### config.mk
export PLATFORM = sky130hd
export DESIGN_NAME = sccb_slave
export DESIGN_NICKNAME = d
export VERILOG_FILES = /design/src/rtl/sccb_pkg.sv /design/src/rtl/sccb_line_sync.sv /design/src/rtl/sccb_slave.sv
export SDC_FILE = /design/constraint.sdc
export NUM_CORES = 2
export LEC_CHECK = 0
export ABC_CLOCK_PERIOD_IN_PS = 7160
export CORE_MARGIN = 5
export CORE_UTILIZATION = 60
export CTS_BUF_LIST = sky130_fd_sc_hd__clkbuf_4 sky130_fd_sc_hd__clkbuf_8
export CTS_CLUSTER_SIZE = 20
export DETAILED_ROUTE_END_ITERATION = 8
export PLACE_DENSITY = 0.76
export SYNTH_ARGS = -nofsm -noshare
export SYNTH_HDL_FRONTEND = slang
export SYNTH_HIERARCHICAL = 1
export SYNTH_SLANG_ARGS = --single-unit
### constraint.sdc
create_clock -name clk -period 7.16 [get_ports clk]
set_input_delay 2.148 -clock clk [delete_from_list [all_inputs] [get_ports clk]]
set_output_delay 2.148 -clock clk [all_outputs]
set_load 0.05 [all_outputs]
### src/rtl/sccb_pkg.sv
// ============================================================================
// Module  : sccb_pkg
// Brief   : Shared SCCB state encoding, default device ID and ACK/NA levels.
// Revision: 1.0
// ============================================================================
`timescale 1ns/1ps
`default_nettype none

package sccb_pkg;

  typedef enum logic [3:0] {
    ST_IDLE      = 4'd0,
    ST_ID        = 4'd1,
    ST_ID_ACK    = 4'd2,
    ST_SUB       = 4'd3,
    ST_SUB_ACK   = 4'd4,
    ST_WDATA     = 4'd5,
    ST_WDATA_ACK = 4'd6,
    ST_RDATA     = 4'd7,
    ST_RDATA_ACK = 4'd8,
    ST_WAIT_STOP = 4'd9
  } sccb_state_e;

  localparam logic [6:0] SCCB_DEVICE_ID = 7'h21;
  localparam logic       SCCB_ACK       = 1'b0;
  localparam logic       SCCB_NA        = 1'b1;

endpackage

`default_nettype wire

### src/rtl/sccb_line_sync.sv
// ============================================================================
// Module  : sccb_line_sync
// Brief   : Synchronises SCL/SDA into clk and derives edge/start/stop strobes.
// Revision: 1.0
// ============================================================================
`timescale 1ns/1ps
`default_nettype none

module sccb_line_sync (
  input  logic clk,
  input  logic rstn,
  input  logic scl,
  input  logic sda_in,
  output logic sda_s,
  output logic scl_rise,
  output logic scl_fall,
  output logic start,
  output logic stop
);

  logic scl_meta_q, scl_sync_q, scl_prev_q;
  logic sda_meta_q, sda_sync_q, sda_prev_q;
  logic scl_meta_d, scl_sync_d, scl_prev_d;
  logic sda_meta_d, sda_sync_d, sda_prev_d;

  always_comb begin
    scl_meta_d = scl;
    scl_sync_d = scl_meta_q;
    scl_prev_d = scl_sync_q;
    sda_meta_d = sda_in;
    sda_sync_d = sda_meta_q;
    sda_prev_d = sda_sync_q;
  end

  // Flops reset high so the idle bus never produces a spurious strobe.
  always_ff @(posedge clk or negedge rstn) begin
    if (!rstn) begin
      scl_meta_q <= 1'b1;
      scl_sync_q <= 1'b1;
      scl_prev_q <= 1'b1;
      sda_meta_q <= 1'b1;
      sda_sync_q <= 1'b1;
      sda_prev_q <= 1'b1;
    end else begin
      scl_meta_q <= scl_meta_d;
      scl_sync_q <= scl_sync_d;
      scl_prev_q <= scl_prev_d;
      sda_meta_q <= sda_meta_d;
      sda_sync_q <= sda_sync_d;
      sda_prev_q <= sda_prev_d;
    end
  end

  assign sda_s    = sda_sync_q;
  assign scl_rise = scl_sync_q & ~scl_prev_q;
  assign scl_fall = ~scl_sync_q & scl_prev_q;
  assign start    = scl_sync_q & scl_prev_q & sda_prev_q & ~sda_sync_q;
  assign stop     = scl_sync_q & scl_prev_q & ~sda_prev_q & sda_sync_q;

endmodule

`default_nettype wire

### src/rtl/sccb_slave.sv
// ============================================================================
// Module  : sccb_slave
// Brief   : SCCB responder with ID match, 3-phase write, 2-phase read, regfile.
// Revision: 1.0
// ============================================================================
`timescale 1ns/1ps
`default_nettype none

module sccb_slave
  import sccb_pkg::*;
#(
  parameter int         DATA_WIDTH = 8,
  parameter int         ADDR_WIDTH = 8,
  parameter logic [6:0] DEVICE_ID  = SCCB_DEVICE_ID
) (
  input  logic                  clk,
  input  logic                  rstn,
  input  logic                  scl,
  input  logic                  sda_in,
  output logic                  sda_oe,
  input  logic [ADDR_WIDTH-1:0] host_addr,
  output logic [DATA_WIDTH-1:0] host_data,
  output logic                  reg_wr_en,
  output logic [ADDR_WIDTH-1:0] reg_wr_addr,
  output logic [DATA_WIDTH-1:0] reg_wr_data,
  output logic                  busy
);

  localparam int DEPTH = 1 << ADDR_WIDTH;
  localparam int CW    = $clog2(DATA_WIDTH + 1);
  localparam int BW    = $clog2(DATA_WIDTH);

  logic sda_s, scl_rise, scl_fall, start, stop;

  sccb_line_sync u_line_sync (
    .clk      (clk),
    .rstn     (rstn),
    .scl      (scl),
    .sda_in   (sda_in),
    .sda_s    (sda_s),
    .scl_rise (scl_rise),
    .scl_fall (scl_fall),
    .start    (start),
    .stop     (stop)
  );

  sccb_state_e           state_q, state_d;
  logic [CW-1:0]         cnt_q, cnt_d;
  logic [DATA_WIDTH-1:0] shift_q, shift_d;
  logic [ADDR_WIDTH-1:0] sub_addr_q, sub_addr_d;
  logic                  sda_oe_q, sda_oe_d;
  logic                  busy_q, busy_d;
  logic                  wr_en_q, wr_en_d;
  logic [ADDR_WIDTH-1:0] wr_addr_q, wr_addr_d;
  logic [DATA_WIDTH-1:0] wr_data_q, wr_data_d;
  logic [DATA_WIDTH-1:0] regs_q [DEPTH];

  logic [DATA_WIDTH-1:0] shift_in;
  logic [DATA_WIDTH-1:0] rd_byte;
  logic [BW-1:0]         bit_idx;

  assign shift_in = {shift_q[DATA_WIDTH-2:0], sda_s};
  assign rd_byte  = regs_q[sub_addr_q];
  assign bit_idx  = BW'(DATA_WIDTH - 1) - cnt_q[BW-1:0];

  always_comb begin
    state_d    = state_q;
    cnt_d      = cnt_q;
    shift_d    = shift_q;
    sub_addr_d = sub_addr_q;
    sda_oe_d   = sda_oe_q;
    busy_d     = busy_q;
    wr_en_d    = 1'b0;
    wr_addr_d  = wr_addr_q;
    wr_data_d  = wr_data_q;

    if (stop) begin
      state_d  = ST_IDLE;
      cnt_d    = '0;
      sda_oe_d = 1'b0;
      busy_d   = 1'b0;
    end else if (start) begin
      state_d  = ST_ID;
      cnt_d    = '0;
      sda_oe_d = 1'b0;
      busy_d   = 1'b1;
    end else begin
      case (state_q)
        ST_ID, ST_SUB, ST_WDATA: begin
          if (scl_rise && cnt_q != CW'(DATA_WIDTH)) begin
            shift_d = shift_in;
            cnt_d   = cnt_q + 1'b1;
            // The write commits on the last data rise, before the ACK bit.
            if (state_q == ST_WDATA && cnt_q == CW'(DATA_WIDTH - 1)) begin
              wr_en_d   = 1'b1;
              wr_addr_d = sub_addr_q;
              wr_data_d = shift_in;
            end
          end else if (scl_fall && cnt_q == CW'(DATA_WIDTH)) begin
            cnt_d = '0;
            if (state_q == ST_ID) begin
              if (shift_q[DATA_WIDTH-1:1] == DEVICE_ID) begin
                state_d  = ST_ID_ACK;
                sda_oe_d = 1'b1;
              end else begin
                state_d  = ST_WAIT_STOP;
              end
            end else if (state_q == ST_SUB) begin
              sub_addr_d = ADDR_WIDTH'(shift_q);
              state_d    = ST_SUB_ACK;
              sda_oe_d   = 1'b1;
            end else begin
              state_d  = ST_WDATA_ACK;
              sda_oe_d = 1'b1;
            end
          end
        end

        ST_ID_ACK, ST_SUB_ACK, ST_WDATA_ACK: begin
          if (scl_rise) begin
            cnt_d = CW'(1);
          end else if (scl_fall && cnt_q == CW'(1)) begin
            cnt_d    = '0;
            sda_oe_d = 1'b0;
            if (state_q == ST_ID_ACK) begin
              if (shift_q[0]) begin
                state_d  = ST_RDATA;
                sda_oe_d = ~rd_byte[DATA_WIDTH-1];
              end else begin
                state_d  = ST_SUB;
              end
            end else if (state_q == ST_SUB_ACK) begin
              state_d = ST_WDATA;
            end else begin
              state_d = ST_WAIT_STOP;
            end
          end
        end

        ST_RDATA: begin
          if (scl_rise && cnt_q != CW'(DATA_WIDTH)) begin
            cnt_d = cnt_q + 1'b1;
          end else if (scl_fall) begin
            if (cnt_q == CW'(DATA_WIDTH)) begin
              state_d  = ST_RDATA_ACK;
              cnt_d    = '0;
              sda_oe_d = 1'b0;
            end else begin
              sda_oe_d = ~rd_byte[bit_idx];
            end
          end
        end

        ST_RDATA_ACK: begin
          if (scl_rise) begin
            if (sda_s == SCCB_NA) begin
              state_d = ST_WAIT_STOP;
            end else begin
              // Next fall with cnt 0 loads the MSB of the following byte.
              sub_addr_d = sub_addr_q + 1'b1;
              state_d    = ST_RDATA;
              cnt_d      = '0;
            end
          end
        end

        ST_IDLE, ST_WAIT_STOP: begin
          sda_oe_d = 1'b0;
        end

        default: begin
          state_d  = ST_IDLE;
          sda_oe_d = 1'b0;
        end
      endcase
    end
  end

  always_ff @(posedge clk or negedge rstn) begin
    if (!rstn) begin
      state_q    <= ST_IDLE;
      cnt_q      <= '0;
      shift_q    <= '0;
      sub_addr_q <= '0;
      sda_oe_q   <= 1'b0;
      busy_q     <= 1'b0;
      wr_en_q    <= 1'b0;
      wr_addr_q  <= '0;
      wr_data_q  <= '0;
    end else begin
      state_q    <= state_d;
      cnt_q      <= cnt_d;
      shift_q    <= shift_d;
      sub_addr_q <= sub_addr_d;
      sda_oe_q   <= sda_oe_d;
      busy_q     <= busy_d;
      wr_en_q    <= wr_en_d;
      wr_addr_q  <= wr_addr_d;
      wr_data_q  <= wr_data_d;
    end
  end

  always_ff @(posedge clk or negedge rstn) begin
    if (!rstn) begin
      for (int i = 0; i < DEPTH; i++) regs_q[i] <= '0;
    end else if (wr_en_d) begin
      regs_q[wr_addr_d] <= wr_data_d;
    end
  end

  assign sda_oe      = sda_oe_q;
  assign busy        = busy_q;
  assign reg_wr_en   = wr_en_q;
  assign reg_wr_addr = wr_addr_q;
  assign reg_wr_data = wr_data_q;
  assign host_data   = regs_q[host_addr];

endmodule

`default_nettype wire

==> impl_metrics.json <==
{
  "ys_ff_latch": 2097,
  "status": "finished, violations left",
  "hold_depth": 0,
  "r2r_setup_slack_ns": 1.39,
  "cts_buffers": 356,
  "skew_ns": 0.08437,
  "synth_cells": 9554,
  "cts_max_path_buffers": 4,
  "timing.rr.start": "sub_addr_q[3]",
  "antenna_found_initial": 35,
  "ys_async_sr_fraction": 1.000,
  "io_pins": 39,
  "period_needed_ns": 7.386,
  "worstRegToRegCells": 9,
  "irDropWorstVdd_v": 0.0002423,
  "layout-drive-gt1-share": 0.2236,
  "routedWlPerCell_um": 32.53,
  "clock-sinks": 2097,
  "synth_nets": 9570,
  "grt_max_degree": 213,
  "ys_top_cells_by_area": "dfrtp_1 (48%), mux4_2 (23%), o21ai_0 (9.4%)",
  "min_path_type": "reg2reg",
  "ys_seq_area_frac": 0.4857,
  "rsz0062_at_grt": "yes",
  "antenna_left": 0,
  "synth_most_common_cell": "nand2_1",
  "totalWireLength_um": 391700,
  "crit_type": "in2out",
  "dp_hpwl_um": 259800,
  "met3_length_um": 65270,
  "gp_congestion": 1.045,
  "worst_ep_arrival_time_ns": 5.24,
  "dr.pass1.iters": 7,
  "synth-edff-count": 0,
  "grt_pass1_wl_um": 573300,
  "crit_required_ns": 5.01,
  "final_area_um2": 119400,
  "powerDensity_nw_per_um2": 248.1,
  "violations": "capacitance limit, slew limit, setup timing",
  "grt_pass1_vias": 84862,
  "ys_warn_count": 6,
  "leakage_nw": 48.76,
  "ys.flop_type": "dfrtp_1",
  "hold_end": "u_line_sync/scl_prev_d",
  "fill_cells": 12819,
  "via_per_inst": 7.337,
  "core_area_um2": 178800,
  "setup_slack_ns": -0.2259,
  "cp_max_fo": 9,
  "slew_violations": 89,
  "hold_viol": 0,
  "nNetsFinal": 9410,
  "worstMarginPinSlew_ns": 1.677,
  "portBuffers": 38,
  "top_layer_used": "met5",
  "drtIter0Drc": 14511,
  "rr_endpoint": "sda_oe",
  "max_cap_violations": 3,
  "startpoint_type": "primary input",
  "fin_tns_setup_ns": -1.603,
  "synth_top_area_share": 0.4843,
  "synth_cell_types": 87,
  "placed_area_um2": 110900,
  "met2WireLength_um": 162100,
  "fin_util": 0.6677,
  "route.vias.total": 88326,
  "die_h_um": 434.4,
  "synth_area_um2": 108000,
  "yosys.area.top_type": "dfrtp_1",
  "die-area_um2": 188700,
  "place_inst": 11356,
  "grt_overflow": 0,
  "root_buffer": "clkbuf_8",
  "stdcell_count": 12038,
  "netlist_top_cells_count": "nand2_1 (2433), dfrtp_1 (2091), o21ai_0 (2036), mux4_2 (1099), clkbuf_1 (629)",
  "areaGrowthSynthToFinish_pct": 10.50,
  "rows": 155,
  "start_util": 0.6043,
  "clock.fmax_mhz": 135.4,
  "hold_buffers": 0,
  "holdCritStartpoint": "u_line_sync/scl_meta_q",
  "syn_avg_cell_area_um2": 11.31,
  "h-tree-depth": 5,
  "drt-met1-wl_um": 127700,
  "die_width_um": 434.4,
  "finalSetupViolations": 8,
  "finalCritPeriodShare": 1.032,
  "drt_drc_violations_left": 0,
  "clk_pin_slew_worst_paths_ns": 0.05,
  "grt_use_total": 0.4168,
  "end_kind": "primary output",
  "worstSkewPairLatency_ns": 1.11,
  "cts_tree": "yes",
  "relSlewSlack": -0.1471
}
-- per-layer routing --
metal,GRT usage,vias up
li1,-,34662
met1,0.5260,43255
met2,0.5687,8288
met3,0.1891,2093
met4,0.3054,28
met5,0.006916,-
-- power breakdown --
part / switching (mW) / leakage [nW] / internal, mW / total [mW]
sequential: 0.238 / 29.3 / 11.9 / 12.1
clock: 5.06 / 4.06 / 6.69 / 11.7
combinational: 4.03 / 15.4 / 1.70 / 5.72
-- metrics by stage --
step / power [mW] / setup slack [ns] / hold slack (ns)
after floorplan: 15.33 / 0.1206 / 0.3452
after global placement: 17.59 / -0.3485 / 0.3476
after detailed placement: 17.65 / -0.3751 / 0.3488
after CTS: 29.22 / -0.1959 / 0.3571
after global routing: 30.13 / -0.1879 / 0.3575
final: 29.62 / -0.2259 / 0.3547
-- worst max path at each step --
| stage | depth (start not counted) | endpoint | from | slack (ns) |
|---|---|---|---|---|
| 6_report | 8 | host_data[2] | host_addr[0] | -0.23 |
| 5_1_grt | 8 | host_data[2] | host_addr[0] | -0.19 |
| 4_1_cts | 7 | host_data[2] | host_addr[0] | -0.20 |
| 3_5_place_dp | 8 | host_data[7] | host_addr[0] | -0.38 |
| 3_3_place_gp | 8 | host_data[0] | host_addr[0] | -0.35 |
| 2_1_floorplan | 6 | host_data[0] | host_addr[0] | 0.12 |
-- cells by family after synthesis --
logic type	count (synthesis)	share of synthesized area
AND/OR/NAND/NOR	2728	0.09960
AO/OA/AOI/OAI	2486	0.1230
flip-flops	2097	0.4857
multiplexers	1336	0.2535
buffers and inverters	903	0.03768
adder cells (fa/ha/maj)	4	0.0004632
-- flip-flops by register name (all words and copies together) (netlist names), 4 cells and up --
name	count
cnt_q	4
reg_wr_addr	8
reg_wr_data	8
regs_q	2048
shift_q	8
state_q	4
sub_addr_q	8
-- worst max-delay path: stages --
cell and delay (ns):
buf_16 0.18, buf_16 0.18, buf_12 0.15, mux4_2 0.50, mux4_2 0.61, mux4_2 0.63, mux4_2 0.61, buf_6 0.20
-- area by class of cell --
| type | instances | area (um^2) | area share |
|---|---|---|---|
| clock inverter | 78 | 888.4 | 0.007441 |
| multi-input combinational | 6554 | 51760 | 0.4335 |
| tap | 2355 | 2947 | 0.02468 |
| antenna | 37 | 92.59 | 0.0007755 |
| sequential | 2097 | 52500 | 0.4397 |
| inverter | 21 | 80.08 | 0.0006707 |
| clock buffer | 532 | 6746 | 0.05651 |
| timing repair buffer | 364 | 4382 | 0.03670 |
-- cells in the final DEF (no fill, tap or decap), types with 7 or more instances in the layout --
master and count:
nand2_1 2432, dfrtp_1 2085, o21ai_0 2036, mux4_2 1099, clkbuf_8 440, buf_4 203
mux2i_1 184, clkbuf_4 92, buf_12 88, a21oi_1 85, nor2_1 77, o22ai_1 67
a22oi_1 63, o21ai_1 58, clkinv_2 52, diode_2 37, nand3_1 36, o221ai_1 34
mux2_2 32, nor3_1 30, nor2b_1 24, clkdlybuf4s50_1 23, buf_6 22, a221oi_1 20
bufinv_16 19, nor4_1 16, a2111oi_0 15, a211oi_1 15, inv_1 14, and2_1 13
nor2_4 13, a32oi_1 13, a31oi_1 12, buf_16 12, nand2b_1 11, mux4_1 11
nand4_1 9, mux2i_4 7, o211ai_1 7
-- repair_timing --
| item | in CTS | in global routing |
|---|---|---|
| gates resized for setup | 32 | 17 |
| endpoints found under the setup margin | 8 | 8 |
| gates cloned | 5 | 6 |
| buffers inserted | 19 | 4 |
Power figures use the tool's default switching activity.
